===== config.mk =====
export PLATFORM = sky130hd
export DESIGN_NAME = interrogate_sequencer
export DESIGN_NICKNAME = d
export VERILOG_FILES = /design/src/rtl/interrogate_sequencer.sv
export SDC_FILE = /design/constraint.sdc
export NUM_CORES = 1
export LEC_CHECK = 0
export BUFFER_PORTS_ARGS = -buffer_cell sky130_fd_sc_hd__buf_2
export CAP_MARGIN = 10
export CORE_ASPECT_RATIO = 0.8
export CORE_UTILIZATION = 45
export DETAILED_ROUTE_END_ITERATION = 10
export PLACE_DENSITY = 0.66
export SYNTH_ARGS = -nofsm -noshare
export SYNTH_HDL_FRONTEND = slang
export SYNTH_SLANG_ARGS = --single-unit
export TNS_END_PERCENT = 10

===== constraint.sdc =====
create_clock -name CLOCKH -period 2 [get_ports CLOCKH]
set_input_delay 0.4 -clock CLOCKH [delete_from_list [all_inputs] [get_ports CLOCKH]]
set_output_delay 0.4 -clock CLOCKH [all_outputs]
set_load 0.05 [all_outputs]

===== src/rtl/interrogate_sequencer.sv =====
// rtl/interrogate_sequencer.sv - ISS interrogate scheduler sharing one resolver-to-digital converter across CDU channels
module interrogate_sequencer #(
    parameter int NCH       = 5,
    parameter int SELW      = 3,
    parameter int DELAY_CYC = 16,
    parameter int PULSE_CYC = 1,
    parameter int SLOT_TMO  = 8
) (
    input  logic            CLOCKH,
    input  logic            rst_n,
    input  logic            UREF1H,
    input  logic [NCH-1:0]  CHEN,
    input  logic            CONV_ACK,
    output logic            ISSIHI,
    output logic            CONV_REQ,
    output logic [SELW-1:0] CONV_SEL,
    output logic [NCH-1:0]  CHDONE,
    output logic            TIMEOUT,
    output logic            OVERRUN,
    output logic            BUSY
);

    localparam logic [2:0] S_IDLE  = 3'd0;
    localparam logic [2:0] S_DELAY = 3'd1;
    localparam logic [2:0] S_PULSE = 3'd2;
    localparam logic [2:0] S_SCAN  = 3'd3;
    localparam logic [2:0] S_REQ   = 3'd4;
    localparam logic [2:0] S_GAP   = 3'd5;

    localparam logic [7:0]     DLY_LOAD = 8'(DELAY_CYC);
    localparam logic [3:0]     PUL_LOAD = 4'(PULSE_CYC);
    localparam logic [7:0]     TMO_LAST = 8'(SLOT_TMO - 1);
    localparam logic [NCH-1:0] CH_ONE   = NCH'(1);
    localparam logic [SELW:0]  PTR_ONE  = (SELW+1)'(1);

    logic            r_sync1, r_sync2, r_dly;
    logic [2:0]      r_vld;
    logic [2:0]      r_state;
    logic [7:0]      r_dcnt;
    logic [3:0]      r_pcnt;
    logic [7:0]      r_tcnt;
    logic [NCH-1:0]  r_mask;
    logic [SELW:0]   r_ptr;
    logic            r_issihi, r_req, r_timeout, r_overrun, r_busy;
    logic [SELW-1:0] r_sel;
    logic [NCH-1:0]  r_chdone;

    logic            w_edge;
    logic            w_found;
    logic [SELW-1:0] w_idx;
    logic [2:0]      w_nxt;

    // Edge detection is held off until the synchronizer pipeline holds real
    // samples, so a UREF1H level present at reset release is not taken as an edge.
    assign w_edge = r_vld[2] & (r_sync2 ^ r_dly);

    always_comb begin
        w_found = 1'b0;
        w_idx   = '0;
        for (int i = NCH - 1; i >= 0; i--) begin
            if (r_mask[i] && (i >= int'(r_ptr))) begin
                w_found = 1'b1;
                w_idx   = SELW'(i);
            end
        end
    end

    always_comb begin
        w_nxt = r_state;
        if (w_edge) begin
            w_nxt = S_DELAY;
        end else begin
            case (r_state)
                S_DELAY: if (r_dcnt == 8'd2) w_nxt = S_PULSE;
                S_PULSE: if (r_pcnt == 4'd1) w_nxt = S_SCAN;
                S_SCAN:  w_nxt = w_found ? S_REQ : S_IDLE;
                S_REQ:   if (CONV_ACK || (r_tcnt == TMO_LAST)) w_nxt = S_GAP;
                S_GAP:   w_nxt = S_SCAN;
                default: w_nxt = S_IDLE;
            endcase
        end
    end

    always_ff @(posedge CLOCKH or negedge rst_n) begin
        if (!rst_n) begin
            r_sync1   <= 1'b0;
            r_sync2   <= 1'b0;
            r_dly     <= 1'b0;
            r_vld     <= '0;
            r_state   <= S_IDLE;
            r_dcnt    <= '0;
            r_pcnt    <= '0;
            r_tcnt    <= '0;
            r_mask    <= '0;
            r_ptr     <= '0;
            r_issihi  <= 1'b0;
            r_req     <= 1'b0;
            r_sel     <= '0;
            r_chdone  <= '0;
            r_timeout <= 1'b0;
            r_overrun <= 1'b0;
            r_busy    <= 1'b0;
        end else begin
            r_sync1   <= UREF1H;
            r_sync2   <= r_sync1;
            r_dly     <= r_sync2;
            r_vld     <= {r_vld[1:0], 1'b1};
            r_state   <= w_nxt;
            r_issihi  <= (w_nxt == S_PULSE);
            r_req     <= (w_nxt == S_REQ);
            r_busy    <= (w_nxt != S_IDLE) || (r_state != S_IDLE);
            r_chdone  <= '0;
            r_timeout <= 1'b0;
            r_overrun <= w_edge && (r_state != S_IDLE);
            if (w_edge) begin
                r_dcnt <= DLY_LOAD;
            end else begin
                case (r_state)
                    S_DELAY: begin
                        r_dcnt <= r_dcnt - 8'd1;
                        r_pcnt <= PUL_LOAD;
                    end
                    S_PULSE: begin
                        r_pcnt <= r_pcnt - 4'd1;
                        if (r_pcnt == 4'd1) begin
                            r_mask <= CHEN;
                            r_ptr  <= '0;
                        end
                    end
                    S_SCAN: begin
                        if (w_found) begin
                            r_sel  <= w_idx;
                            r_mask <= r_mask & ~(CH_ONE << w_idx);
                            r_ptr  <= {1'b0, w_idx} + PTR_ONE;
                            r_tcnt <= '0;
                        end
                    end
                    S_REQ: begin
                        if (CONV_ACK)
                            r_chdone <= CH_ONE << r_sel;
                        else if (r_tcnt == TMO_LAST)
                            r_timeout <= 1'b1;
                        else
                            r_tcnt <= r_tcnt + 8'd1;
                    end
                    default: ;
                endcase
            end
        end
    end

    assign ISSIHI   = r_issihi;
    assign CONV_REQ = r_req;
    assign CONV_SEL = r_sel;
    assign CHDONE   = r_chdone;
    assign TIMEOUT  = r_timeout;
    assign OVERRUN  = r_overrun;
    assign BUSY     = r_busy;

endmodule


==> impl_results.md <==
* Run status: finished, violations left
* Failing checks: hold timing, setup timing
* Routed len/inst at 15.52 µm
* Detailed-placement wirelength estimate at 4149 µm
* Htree depth at 2
* DRT iter0 DRCs at about 120
* Max incr delay on CP at 0.56 ns
* Crit path launch type: flop
* Initial antenna violation count at 0
* GRT Resource Usage Total at 0.2146
* Post-synth net total at 257
* Gr ovfl total at 0
* Placer Congestion at 0.7962
* Starting Density at 0.4824
* Sequential fraction of the synthesis area at 0.5108
* Worst R2R Setup Slack at -0.18 ns
* Synth Register Bits at slightly above 50
* First-pass GRT wire length at 9591 µm
* Post-synthesis cell area at 2499 µm²
* Final hold violation count at 7
* Post-synth top cells: 51 x dfrtp_1, 19 x nor2_1, 14 x nand2_1, 13 x inv_1, 13 x o21ai_0
* Die area at 5857 µm²
* CP max FO at 11
* Worst path slowest cell: or4_4
* Crit Path Category: reg -> reg
* Area contributors post-synth: dfrtp_1 51%, ha_1 5.0%, nor2_1 2.9%
* Crit path DAT at between 2 and 2.5 ns
* Vias after detailed routing at roughly 2,000
* CP cell instances: or4_4, o41ai_4, o211ai_4, or4_1, a21oi_1
* IO buf count at 21
* Worst r2r dst: r_tcnt[5]
* Synth cell types at 55
* R2R depth at 5
* CP bufs+invs at 0
* Share of the synthesized area in the top cell type at 0.5108
* Most numerous cell in the Yosys netlist: dfrtp_1
* Clock Sinks at 51
* Area growth syn-to-layout at 25.14%
* Synth warnings at 0
* Fmax at 0.4590 GHz
* Final setup margin at -0.1786 ns
* Antenna diodes at 0
* Crit path capture type: flop
* Via density at 5.587
* Pins over their slew limit at 0
* Max-cap violations at 0
* Setup Skew at 0.009276 ns
* Clock Tree Root: clkbuf_8
* Max IR drop VDD at 569.4 µV
* Max Buffers Root-to-Sink at 2
* Vias in the first global route at a little over 2,000
* Die Y at 68.65 µm
* Critical Path Stages at 5
* Power Dens Cells at 1068 nW/µm²
* Cell row count at 23
* Min Tclk post-route at about 2.2 ns
* Post-synth EDFFs at 0
* Class of the worst hold path: in -> async
* Synth Instances at 238
* Tot Pwr at 3.339 mW
* Post-DP Area at ~3000 µm²
* Post-Layout Inst Area at 3127 µm²
* Chip width at around 85 µm
* Endpoints failing setup at 8
* Worst path required time at 2.24 ns
* Layout cells sized above 1 at 0.3026
* CTS hold repair buffers at 0
* Origin of the critical flop-to-flop path: r_dcnt[3]
* TritonCTS clock tree: built
* Syn Area/Cell at 10.50 µm²
* Post-layout util at 0.6036
* Delay-heaviest family, CP: simple AND/OR/NAND/NOR gates
* Drt drc at 0
* Post-synth ARST share at 1.000
* Core area at 5180 µm²
* Ports at 22
* Largest net degree at the start of global routing at 23
* Post-synth top flop: dfrtp_1
* Post-synth top area cell: dfrtp_1
* Final period util at 1.089
* Routed wire length at 5682 µm
* Leak Pwr at 1.491 nW
* CTS Buf Count at 5
* First-pass DRT Iterations at 4
* Setup TNS Final at -0.8733 ns
* Clk pin slew, worst setup/hold paths at 0.10 ns
* Hold_ws at -0.002299 ns
* Antenna Violating Nets Remaining at 0
* Clk Latency, worst-skew pair at 0.31 ns
* Layout net count at around 320
* RSZ-0062 raised after global routing: true
cells in the final DEF, fill, tap and decap left out, types with 4 or more instances in the layout:
cell type  count
a21oi_1        8
and2_1         4
and3_1         4
buf_2         21
buf_4         47
clkbuf_8       5
dfrtp_1       51
ha_1          10
inv_1         13
nand2_1       14
nand3_1        7
nor2_1        18
nor3_1         5
nor4_1         4
o21ai_0       11
o31ai_1        6
or4_1          5
xnor2_1        4
worst max-delay path by stage:
| stage | startpoint | endpoint | slack, ns |
|---|---|---|---|
| floorplan | r_dcnt[3] | r_tcnt[5] | -0.09 |
| global placement | r_dcnt[3] | r_tcnt[6] | -0.11 |
| detailed placement | r_dcnt[3] | r_tcnt[5] | -0.19 |
| CTS | r_dcnt[3] | r_tcnt[5] | -0.17 |
| global route | r_dcnt[3] | r_tcnt[7] | -0.25 |
| finish | r_dcnt[3] | r_tcnt[5] | -0.18 |
area by class of cell:
| cell class | instances | area (µm²) |
|---|---|---|
| multi-input cells | 164 | 1179 |
| fillers | 448 | 2053 |
| clock buffers | 5 | 68.82 |
| clock inverters | 3 | 18.77 |
| well taps | 62 | 77.57 |
| repair buffers | 68 | 457.9 |
| flip-flops and latches | 51 | 1276 |
| inverters | 13 | 48.80 |
registers in the layout, summed over array words and instances (netlist names), 3 cells and up:
| signal | flops |
|---|---|
| r_vld | 3 |
| r_ptr | 4 |
| CONV_SEL | 3 |
| r_pcnt | 4 |
| r_dcnt | 8 |
| CHDONE | 5 |
| r_state | 3 |
| r_tcnt | 8 |
| r_mask | 5 |
report_power, final:
part / switching, mW / leakage (nW) / total, mW / internal, mW
Combinational: 0.732 / 0.775 / 1.40 / 0.671
Clock: 0.362 / 0.0483 / 0.609 / 0.247
Sequential: 0.135 / 0.667 / 1.33 / 1.19
Total: 1.23 / 1.49 / 3.34 / 2.11
what timing repair did:
item                                    CTS  global route
gates resized for setup                   3             9
pin swaps                                 4             0
setup buffers                             2             0
endpoints found under the setup margin   10            21
metal layers:
metal	track usage	vias to the layer above	share of wire	wire length, µm
li1	-	1004	-	-
met3	0.04405	4	0.051	291
met5	0	-	0	0
met1	0.2942	974	0.49	2805
met2	0.3558	63	0.45	2541
met4	0.05208	0	0.0074	42
kinds of logic after synthesis:
family	count (synthesis)	share of synthesized area
other	1	0.001501
buffers and inverters	23	0.03556
muxes	2	0.009013
xor gates and xnor gates	7	0.02454
AOI/OAI and AO/OA	60	0.1843
DFF	51	0.5108
and+or+nand+nor	84	0.1843
adders and majority gates	10	0.05008
metrics by stage:
step / instances / setup slack (ns) / hold slack (ns)
5_1_grt: 366 / -0.2515 / 0.01600
3_3_place_gp: 356 / -0.1072 / 0.3340
2_1_floorplan: 238 / -0.09438 / 0.1044
6_report: 366 / -0.1786 / -0.002299
3_5_place_dp: 356 / -0.1859 / 0.3347
4_1_cts: 366 / -0.1713 / 0.003075
Power figures use the tool's default switching activity.
